## config.mk

```make
export PLATFORM = sky130hd
export DESIGN_NAME = adc_avg_mc
export DESIGN_NICKNAME = d
export VERILOG_FILES = /design/src/rtl/adc_avg_pkg.sv /design/src/rtl/adc_avg_acc.sv /design/src/rtl/adc_avg_mc.sv
export SDC_FILE = /design/constraint.sdc
export NUM_CORES = 1
export LEC_CHECK = 0
export ABC_AREA = 1
export ABC_CLOCK_PERIOD_IN_PS = 5000
export CORE_ASPECT_RATIO = 0.75
export CORE_MARGIN = 5
export CORE_UTILIZATION = 50
export DETAILED_ROUTE_END_ITERATION = 7
export PLACE_DENSITY = 0.82
export SETUP_SLACK_MARGIN = 0.02
export SLEW_MARGIN = 0
export SYNTH_ARGS = -nofsm -noshare
export SYNTH_HDL_FRONTEND = slang
export SYNTH_SLANG_ARGS = --single-unit
```

## constraint.sdc

```tcl
create_clock -name clk_i -period 5 [get_ports clk_i]
set_clock_uncertainty 0.05 [all_clocks]
set_input_delay 1 -clock clk_i [delete_from_list [all_inputs] [get_ports clk_i]]
set_output_delay 1 -clock clk_i [all_outputs]
set_load 0.01 [all_outputs]
```

## src/rtl/adc_avg_pkg.sv

```systemverilog
// ============================================================================
// adc_avg_pkg : FSM state encoding and width helpers for the ADC averager.
// Revision 1.0 : initial release
// ============================================================================
`default_nettype none

package adc_avg_pkg;

  typedef enum logic [2:0] {
    IDLE = 3'd0,
    REQ  = 3'd1,
    WAIT = 3'd2,
    ACQ  = 3'd3,
    OUT  = 3'd4
  } state_t;

  function automatic int ch_w(input int n);
    return (n < 2) ? 1 : $clog2(n);
  endfunction

  // Sum of 2**al samples of dw signed bits always fits in dw+al signed bits.
  function automatic int acc_w(input int dw, input int al);
    return dw + al;
  endfunction

endpackage

`default_nettype wire

```

## src/rtl/adc_avg_acc.sv

```systemverilog
// ============================================================================
// adc_avg_acc : sample accumulator, sample counter and divide-by-shift.
// Revision 1.0 : initial release
// ============================================================================
`default_nettype none

module adc_avg_acc
  import adc_avg_pkg::*;
#(
  parameter int  DATA_W   = 12,
  parameter int  AVG_LOG2 = 3,
  localparam int ACC_W    = acc_w(DATA_W, AVG_LOG2)
) (
  input  logic                     clk_i,
  input  logic                     reset_n_i,
  input  logic                     clr_i,
  input  logic                     en_i,
  input  logic signed [DATA_W-1:0] sample_i,
  output logic                     last_o,
  output logic signed [DATA_W-1:0] avg_o
);

  localparam logic [AVG_LOG2:0] LAST_CNT = (AVG_LOG2 + 1)'((1 << AVG_LOG2) - 1);

  logic signed [ACC_W-1:0] acc_q;
  logic signed [ACC_W-1:0] acc_d;
  logic        [AVG_LOG2:0] cnt_q;

  // The average is taken from the sum including the sample accepted this
  // cycle, so the result is ready on the same edge as the final sample.
  assign acc_d  = acc_q + ACC_W'(sample_i);
  assign avg_o  = DATA_W'(acc_d >>> AVG_LOG2);
  assign last_o = en_i && (cnt_q == LAST_CNT);

  always_ff @(posedge clk_i or negedge reset_n_i) begin
    if (!reset_n_i) begin
      acc_q <= '0;
      cnt_q <= '0;
    end else if (clr_i) begin
      acc_q <= '0;
      cnt_q <= '0;
    end else if (en_i) begin
      acc_q <= acc_d;
      cnt_q <= cnt_q + (AVG_LOG2 + 1)'(1);
    end
  end

endmodule

`default_nettype wire

```

## src/rtl/adc_avg_mc.sv

```systemverilog
// ============================================================================
// adc_avg_mc : round-robin multi-channel ADC burst averager (optional WAIT
// timeout enabled by macro ADC_TIMEOUT_EN).   Revision 1.0 : initial release
// ============================================================================
`default_nettype none

module adc_avg_mc
  import adc_avg_pkg::*;
#(
  parameter int  DATA_W      = 12,
  parameter int  CH_NUM      = 4,
  parameter int  AVG_LOG2    = 3,
  parameter int  TIMEOUT_CYC = 32,
  localparam int CH_W        = ch_w(CH_NUM)
) (
  input  logic                     clk_i,
  input  logic                     reset_n_i,
  input  logic                     syncro_i,
  output logic                     adc_data_req_o,
  output logic        [CH_W-1:0]   adc_ch_o,
  input  logic                     adc_data_rdy_i,
  input  logic signed [DATA_W-1:0] adc_data_i,
  output logic signed [DATA_W-1:0] data_o,
  output logic        [CH_W-1:0]   data_ch_o,
  output logic                     data_rdy_o,
  output logic                     err_o,
  output logic                     overrun_o,
  output logic                     busy_o
);

  if (CH_NUM < 2 || CH_NUM > 16 || AVG_LOG2 < 0 || AVG_LOG2 > 6 || TIMEOUT_CYC < 1) begin : g_param_check
    $error("adc_avg_mc: parameter out of range");
  end

  state_t             state_q;
  logic [CH_W-1:0]    ch_q;
  logic [CH_W-1:0]    ch_d;
  logic [CH_W-1:0]    data_ch_q;
  logic [DATA_W-1:0]  data_q;
  logic               req_q;
  logic               data_rdy_q;
  logic               err_q;
  logic               overrun_q;
  logic               busy_q;
  logic               acc_clr;
  logic               acc_en;
  logic               acc_last;
  logic [DATA_W-1:0]  avg_next;

`ifdef ADC_TIMEOUT_EN
  localparam int TMO_W = $clog2(TIMEOUT_CYC + 1);
  logic [TMO_W-1:0] tmo_q;
`endif

  assign acc_clr = (state_q == IDLE);
  assign acc_en  = adc_data_rdy_i && ((state_q == WAIT) || (state_q == ACQ));
  assign ch_d    = (ch_q == CH_W'(CH_NUM - 1)) ? '0 : ch_q + CH_W'(1);

  adc_avg_acc #(
    .DATA_W   (DATA_W),
    .AVG_LOG2 (AVG_LOG2)
  ) u_acc (
    .clk_i     (clk_i),
    .reset_n_i (reset_n_i),
    .clr_i     (acc_clr),
    .en_i      (acc_en),
    .sample_i  (adc_data_i),
    .last_o    (acc_last),
    .avg_o     (avg_next)
  );

  always_ff @(posedge clk_i or negedge reset_n_i) begin
    if (!reset_n_i) begin
      state_q    <= IDLE;
      ch_q       <= '0;
      data_ch_q  <= '0;
      data_q     <= '0;
      req_q      <= 1'b0;
      data_rdy_q <= 1'b0;
      err_q      <= 1'b0;
      overrun_q  <= 1'b0;
      busy_q     <= 1'b0;
`ifdef ADC_TIMEOUT_EN
      tmo_q      <= '0;
`endif
    end else begin
      req_q      <= 1'b0;
      data_rdy_q <= 1'b0;
      err_q      <= 1'b0;
      overrun_q  <= syncro_i && (state_q != IDLE);
`ifdef ADC_TIMEOUT_EN
      tmo_q      <= (state_q == WAIT) ? tmo_q + TMO_W'(1) : '0;
`endif
      case (state_q)
        IDLE: begin
          if (syncro_i) begin
            state_q <= REQ;
            req_q   <= 1'b1;
            busy_q  <= 1'b1;
          end
        end
        REQ: state_q <= WAIT;
        WAIT: begin
          if (adc_data_rdy_i) begin
            if (acc_last) begin
              state_q    <= OUT;
              data_rdy_q <= 1'b1;
              data_q     <= avg_next;
              data_ch_q  <= ch_q;
            end else begin
              state_q <= ACQ;
            end
          end
`ifdef ADC_TIMEOUT_EN
          else if (tmo_q == TMO_W'(TIMEOUT_CYC - 1)) begin
            state_q <= IDLE;
            err_q   <= 1'b1;
            busy_q  <= 1'b0;
          end
`endif
        end
        ACQ: begin
          // A gap in the burst aborts it; the channel is retried next trigger.
          if (!adc_data_rdy_i) begin
            state_q <= IDLE;
            err_q   <= 1'b1;
            busy_q  <= 1'b0;
          end else if (acc_last) begin
            state_q    <= OUT;
            data_rdy_q <= 1'b1;
            data_q     <= avg_next;
            data_ch_q  <= ch_q;
          end
        end
        OUT: begin
          state_q <= IDLE;
          ch_q    <= ch_d;
          busy_q  <= 1'b0;
        end
        default: begin
          state_q <= IDLE;
          busy_q  <= 1'b0;
        end
      endcase
    end
  end

  assign adc_data_req_o = req_q;
  assign adc_ch_o       = ch_q;
  assign data_o         = data_q;
  assign data_ch_o      = data_ch_q;
  assign data_rdy_o     = data_rdy_q;
  assign err_o          = err_q;
  assign overrun_o      = overrun_q;
  assign busy_o         = busy_q;

endmodule

`default_nettype wire

```

==> results_dict.tcl, run 1 <==
set metrics [dict create \
    syn_nets 372 \
    grt_setup_unrepaired "false" \
    first_pass_iters 6 \
    cp_data_required_time_ns 5.18 \
    wl_per_cell_um 12.9 \
    tns_ns 0 \
    max-cap-violations 0 \
    grt_first_pass_wirelength_mm 9.67 \
    viasPerCell 4.96 \
    core_area_sq_um 4950 \
    setup_viol 0 \
    netlist_top_cells_count "nand2_1, inv_1, dfrtp_1" \
    cts_buffers 5 \
    cts-resized-gates 0 \
    clk_pin_slew_ns 0.08 \
    antenna_found_initial 0 \
    cts_tree "done" \
    synth_edf_count 0 \
    synth_top_area_share_pct 41.6 \
    fin_nets 409 \
    n_antenna_cell 0 \
    criticalPathCategory "input pin to register" \
    cts_hold_buffers 0 \
    pwr_density_cell_nw_per_um2 468 \
    crit_fanout 21 \
    cts_buffer_depth 2 \
    outcome "completed" \
    worstPathArrival_ns 2.96 \
    cp_top_family "simple AND/OR/NAND/NOR gates" \
    ant_nets 0 \
    root_buffer "clkbuf_8" \
    die_h_um 72.3 \
    hold_violations 0 \
    grt_max_degree 44 \
    start_util_pct 52.1 \
    min_path_type "register to register" \
    ys_top_cells_by_area "dfrtp_1, nand2_1, ha_1" \
    synth_warnings 0 \
    syn_avg_cell_area_sq_um 7.62 \
    synth_top_area_cell "dfrtp_1" \
    r2r_slack_ns 2.92 \
    synth_cell_types 28 \
    ir_drop_v 0.000300 \
    crit_path_start_kind "input pin" \
    syn_inst 339 \
    drive_above_1_share_pct 4.79 \
    drc 0 \
    fin_crit_sh_pct 55.7 \
    port_buffers 36 \
    critPathBufInv 3 \
    period_minus_slack_ns 2.78 \
    tightest_slew_ns 0.930 \
    vias 2163 \
    p_leak_nw 1.71 \
    fillerInstances 447 \
    async_reset_ff_share_pct 100 \
    worstSetupEndpointType "register" \
    finalPower_mw 1.43 \
    ioPinCount 37 \
    max_stage_delay_ns 0.45 \
    gr-usage-all-layers_pct 18.1 \
    area_growth_pct 18.0 \
    clock_latency_ns 0.29 \
    ys.flop_type "dfrtp_1" \
    place.gp.congestion 0.866 \
    synth_seq_cells 43 \
    die_w_um 93.0 \
    netlist_area_sq_um 2580 \
    cts_sinks 43 \
    yosysMostFrequentCell "nand2_1" \
    postCtsSetupBuffers 0 \
    grt_pass1_vias 2030 \
    max_slew_margin_pct 38.0 \
    max_clock_freq_mhz 359 \
    drt-total-wl_mm 5.63 \
    timing.critical_path.cells "clkdlybuf4s50_1, inv_1, nor2_4, nand3_2, inv_2, nand3_1, nand2_1" \
    hpwl_mm 4.42 \
    ctsHtreeMaxLevel 2 \
    row_count 22 \
    first_iter_violations 140 \
    seq_area_frac_synth_pct 41.6 \
    overflow 0 \
    dieArea_sq_um 6720 \
    drv_slew 0 \
    critPathSlowestCell "clkdlybuf4s50_1" \
]
flip-flops by register name (all words and copies together) (netlist names):
register        cells
err_o               1
data_ch_o           2
u_acc.acc_q        15
adc_data_req_o      1
overrun_o           1
data_o             12
data_rdy_o          1
busy_o              1
adc_ch_o            2
u_acc.cnt_q         4
state_q             3
metal layers:
layer | track usage [%] | wire [um]
met5 | 0 | 0
met2 | 27.5 | 2460
met4 | 2.76 | 12
met3 | 4.46 | 423
met1 | 26.8 | 2730
power breakdown:
group          total (mW)  switching (mW)  leakage, nW  internal (mW)
combinational       0.679           0.418         1.08          0.261
sequential          0.489          0.0595        0.576          0.430
clock               0.259           0.113       0.0513          0.146
total                1.43           0.591         1.71          0.837
stage by stage:
stage	utilization, %	hold slack (ns)	std cells	cell area (sq um)	setup WS [ns]
2_1_floorplan	-	0.403	339	2580	2.67
3_3_place_gp	59.5	0.420	429	2950	2.00
3_5_place_dp	59.5	0.421	429	2950	1.92
4_1_cts	61.5	0.440	436	3050	2.22
5_1_grt	61.5	0.466	436	3050	1.98
6_report	61.5	0.437	436	3050	2.22
cells by family after synthesis:
| kind of cell | count (synthesis) | share of synthesized area (%) |
|---|---|---|
| flip-flops | 43 | 41.6 |
| buffers and inverters | 54 | 9.59 |
| AO/OA/AOI/OAI | 25 | 6.05 |
| adder cells (fa/ha/maj) | 17 | 8.52 |
| multiplexers | 1 | 0.436 |
| XOR/XNOR | 9 | 3.05 |
| AND/OR/NAND/NOR | 190 | 30.7 |
final timing paths:
kind                            cells past startpoint                          end                startpoint
min in group asynchronous                           1  u_acc.acc_q[11]$_DFFE_PN0P_                 reset_n_i
worst min register to register                      2     data_ch_o[0]$_DFFE_PN0P_  data_ch_o[0]$_DFFE_PN0P_
worst max register to register                      7       data_o[11]$_DFFE_PN0P_    state_q[2]$_DFFE_PN0P_
worst min-delay path                                2     data_ch_o[0]$_DFFE_PN0P_  data_ch_o[0]$_DFFE_PN0P_
worst max-delay path                                7       data_o[11]$_DFFE_PN0P_            adc_data_rdy_i
max in group asynchronous                           1   u_acc.acc_q[8]$_DFFE_PN0P_                 reset_n_i
area by class of cell:
type                    instances  area (sq um)  share of cell area, %
clock buffers                   6          72.6                   2.38
clock inverters                 1          30.0                  0.985
inverters                      48           180                   5.91
multi-input cells             242          1260                   41.3
flip-flops and latches         43          1080                   35.3
well taps                      60          75.1                   2.46
repair buffers                 36           355                   11.7
worst register-to-register path, delay by kind of cell (launching register included):
| family | cells | cell delay [ns] |
|---|---|---|
| and+or+nand+nor | 5 | 1.12 |
| DFF | 1 | 0.41 |
| buffers and inverters | 2 | 0.43 |
cell usage in the layout (no fill, tap or decap), types with 4 or more instances in the layout:
cell type and count:
nand3_1 27, clkdlybuf4s50_1 35, ha_1 16, nand2_1 131
o21ai_1 4, a22o_1 5, xor2_1 6, a21oi_1 9
inv_1 45, clkbuf_8 5, dfrtp_1 43, nor2_1 20
No activity file was read; power rests on OpenSTA's default activity.
==> run 2, diff against run 1 <==
--- a/config.mk
+++ b/config.mk
@@ -6,12 +6,12 @@
 export NUM_CORES = 1
 export LEC_CHECK = 0
 export ABC_AREA = 1
-export ABC_CLOCK_PERIOD_IN_PS = 5000
+export ABC_CLOCK_PERIOD_IN_PS = 2400
 export CORE_ASPECT_RATIO = 0.75
 export CORE_MARGIN = 5
-export CORE_UTILIZATION = 50
+export CORE_UTILIZATION = 49
 export DETAILED_ROUTE_END_ITERATION = 7
-export PLACE_DENSITY = 0.82
+export PLACE_DENSITY = 0.84
 export SETUP_SLACK_MARGIN = 0.02
 export SLEW_MARGIN = 0
 export SYNTH_ARGS = -nofsm -noshare
==> constraint.sdc (replaced) <==
create_clock -name clk_i -period 2.4 [get_ports clk_i]
set_clock_uncertainty 0.05 [all_clocks]
set_input_delay 0.48 -clock clk_i [delete_from_list [all_inputs] [get_ports clk_i]]
set_output_delay 0.48 -clock clk_i [all_outputs]
set_load 0.01 [all_outputs]
==> results_dict.tcl, run 2 (synthesis gave the netlist of run 1 again) <==
set metrics [dict create \
    ioPinCount 37 \
    tightest_slew_ns 0.356 \
    cts-resized-gates 0 \
    core_area_sq_um 5010 \
    n_antenna_cell 0 \
    worstPathArrival_ns 2.25 \
    root_buffer "clkbuf_8" \
    seq_power_share_pct 34.9 \
    drv_slew 0 \
    first_iter_violations 115 \
    finalPower_mw 2.90 \
    place_area_sq_um 3000 \
    final_common_cell "nand2_1" \
    cts_buffers 5 \
    drive_above_1_share_pct 6.04 \
    fin_crit_sh_pct 88.4 \
    cts_buffer_depth 2 \
    die_w_um 93.9 \
    comb_power_share_pct 49.4 \
    cts_sinks 43 \
    power.switching_mw 1.24 \
    vias 2256 \
    setup_viol 0 \
    cts_hold_buffers 0 \
    crit_fanout 3 \
    power.internal_mw 1.66 \
    hpwl_mm 4.34 \
    antenna_found_initial 0 \
    max-cap-violations 0 \
    die_h_um 72.9 \
    grt_pass1_vias 2174 \
    grt_max_degree 44 \
    criticalPathCategory "input pin to register" \
    wl_per_cell_um 12.8 \
    p_clk_share_pct 15.7 \
    outcome "completed" \
    gr-usage-all-layers_pct 18.4 \
    grt_setup_unrepaired "false" \
    swShare_pct 42.8 \
    grt_first_pass_wirelength_mm 10.1 \
    pwr_density_cell_nw_per_um2 938 \
    clk_pin_slew_ns 0.08 \
    final_cell_mix "nand2_1, inv_1, dfrtp_1" \
    overflow 0 \
    cp_data_required_time_ns 2.53 \
    fin_nets 413 \
    postCtsSetupBuffers 0 \
    period_minus_slack_ns 2.12 \
    largest_reg_flops 15 \
    clock_latency_ns 0.30 \
    final_area_sq_um 3090 \
    max_slew_margin_pct 76.2 \
    row_count 22 \
    place.gp.congestion 0.896 \
    drc 0 \
    top_register "u_acc.acc_q" \
    ir_drop_v 0.000489 \
    hold_violations 0 \
    port_buffers 36 \
    min_path_type "input pin to asynchronous set/reset pin" \
    max_clock_freq_mhz 471 \
    viasPerCell 4.98 \
    worstSetupEndpointType "register" \
    ctsHtreeMaxLevel 2 \
    crit_path_start_kind "input pin" \
    dieArea_sq_um 6840 \
    first_pass_iters 4 \
    drt-total-wl_mm 5.79 \
    p_leak_nw 1.72 \
    area_growth_pct 19.6 \
    cts_tree "done" \
    ant_nets 0 \
    start_util_pct 51.6 \
]
[run 2: metrics by stage]
step,utilization [%],std cells,hold slack (ns),setup TNS [ns],worst slack [ns]
finish,61.7,453,0.0871,0,0.278
floorplan,-,339,0.134,0,0.591
global placement,60.0,445,0.415,0,0.0132
detailed placement,60.0,445,0.420,-0.0206,-0.0106
global route,61.7,453,0.120,0,0.143
CTS,61.7,453,0.105,0,0.291
[run 2: worst max-delay path: stages]
cell	delay (ns)
clkdlybuf4s50_1	0.40
ha_1	0.24
fa_1	0.41
nand3_1	0.10
nand3_1	0.16
nand2_1	0.11
nand2_1	0.07
xnor2_1	0.19
o21ai_1	0.09
[run 2: worst paths after layout]
kind | from | endpoint | slack (ns) | depth (start not counted)
worst min register to register | data_o[1]$_DFFE_PN0P_ | data_o[1]$_DFFE_PN0P_ | 0.44 | 2
worst max-delay path | adc_data_i[0] | data_o[5]$_DFFE_PN0P_ | 0.28 | 9
min in group clk_i | data_o[1]$_DFFE_PN0P_ | data_o[1]$_DFFE_PN0P_ | 0.44 | 2
max in group asynchronous | reset_n_i | data_o[5]$_DFFE_PN0P_ | 2.00 | 2
worst max register to register | u_acc.acc_q[0]$_DFFE_PN0P_ | data_o[5]$_DFFE_PN0P_ | 0.49 | 8
worst min-delay path | reset_n_i | u_acc.acc_q[12]$_DFFE_PN0P_ | 0.09 | 2
[run 2: area by class of cell]
type,instances,area (sq um)
Clock buffer,6,72.6
Inverter,48,180
Clock inverter,2,12.5
Multi-Input combinational cell,242,1260
Sequential cell,43,1080
Timing Repair Buffer,40,398
Fill cell,456,1920
Tap cell,72,90.1
[run 2: metal layers]
metal	track usage, %	share of wire (%)	vias to the layer above
met4	4.49	1.1	0
li1	-	-	1148
met2	28.0	43	76
met5	0	0	-
met3	4.54	7.5	10
met1	26.4	49	1022
[run 2: power groups by stage]
stage	registers (mW)	clock network (mW)	logic [mW]
6_report	1.01	0.455	1.43
5_1_grt	1.04	0.498	1.64
4_1_cts	1.01	0.468	1.43
3_5_place_dp	1.02	0	1.42
3_3_place_gp	1.02	0	1.38
2_1_floorplan	1.01	0	1.07
==> run 3, diff against run 2 <==
--- a/config.mk
+++ b/config.mk
@@ -7,6 +7,7 @@
 export LEC_CHECK = 0
 export ABC_AREA = 1
 export ABC_CLOCK_PERIOD_IN_PS = 2400
+export CAP_MARGIN = 20
 export CORE_ASPECT_RATIO = 0.75
 export CORE_MARGIN = 5
 export CORE_UTILIZATION = 49
==> results of run 3 <==
Final layout, timing and power as in run 2 (identical DEF).
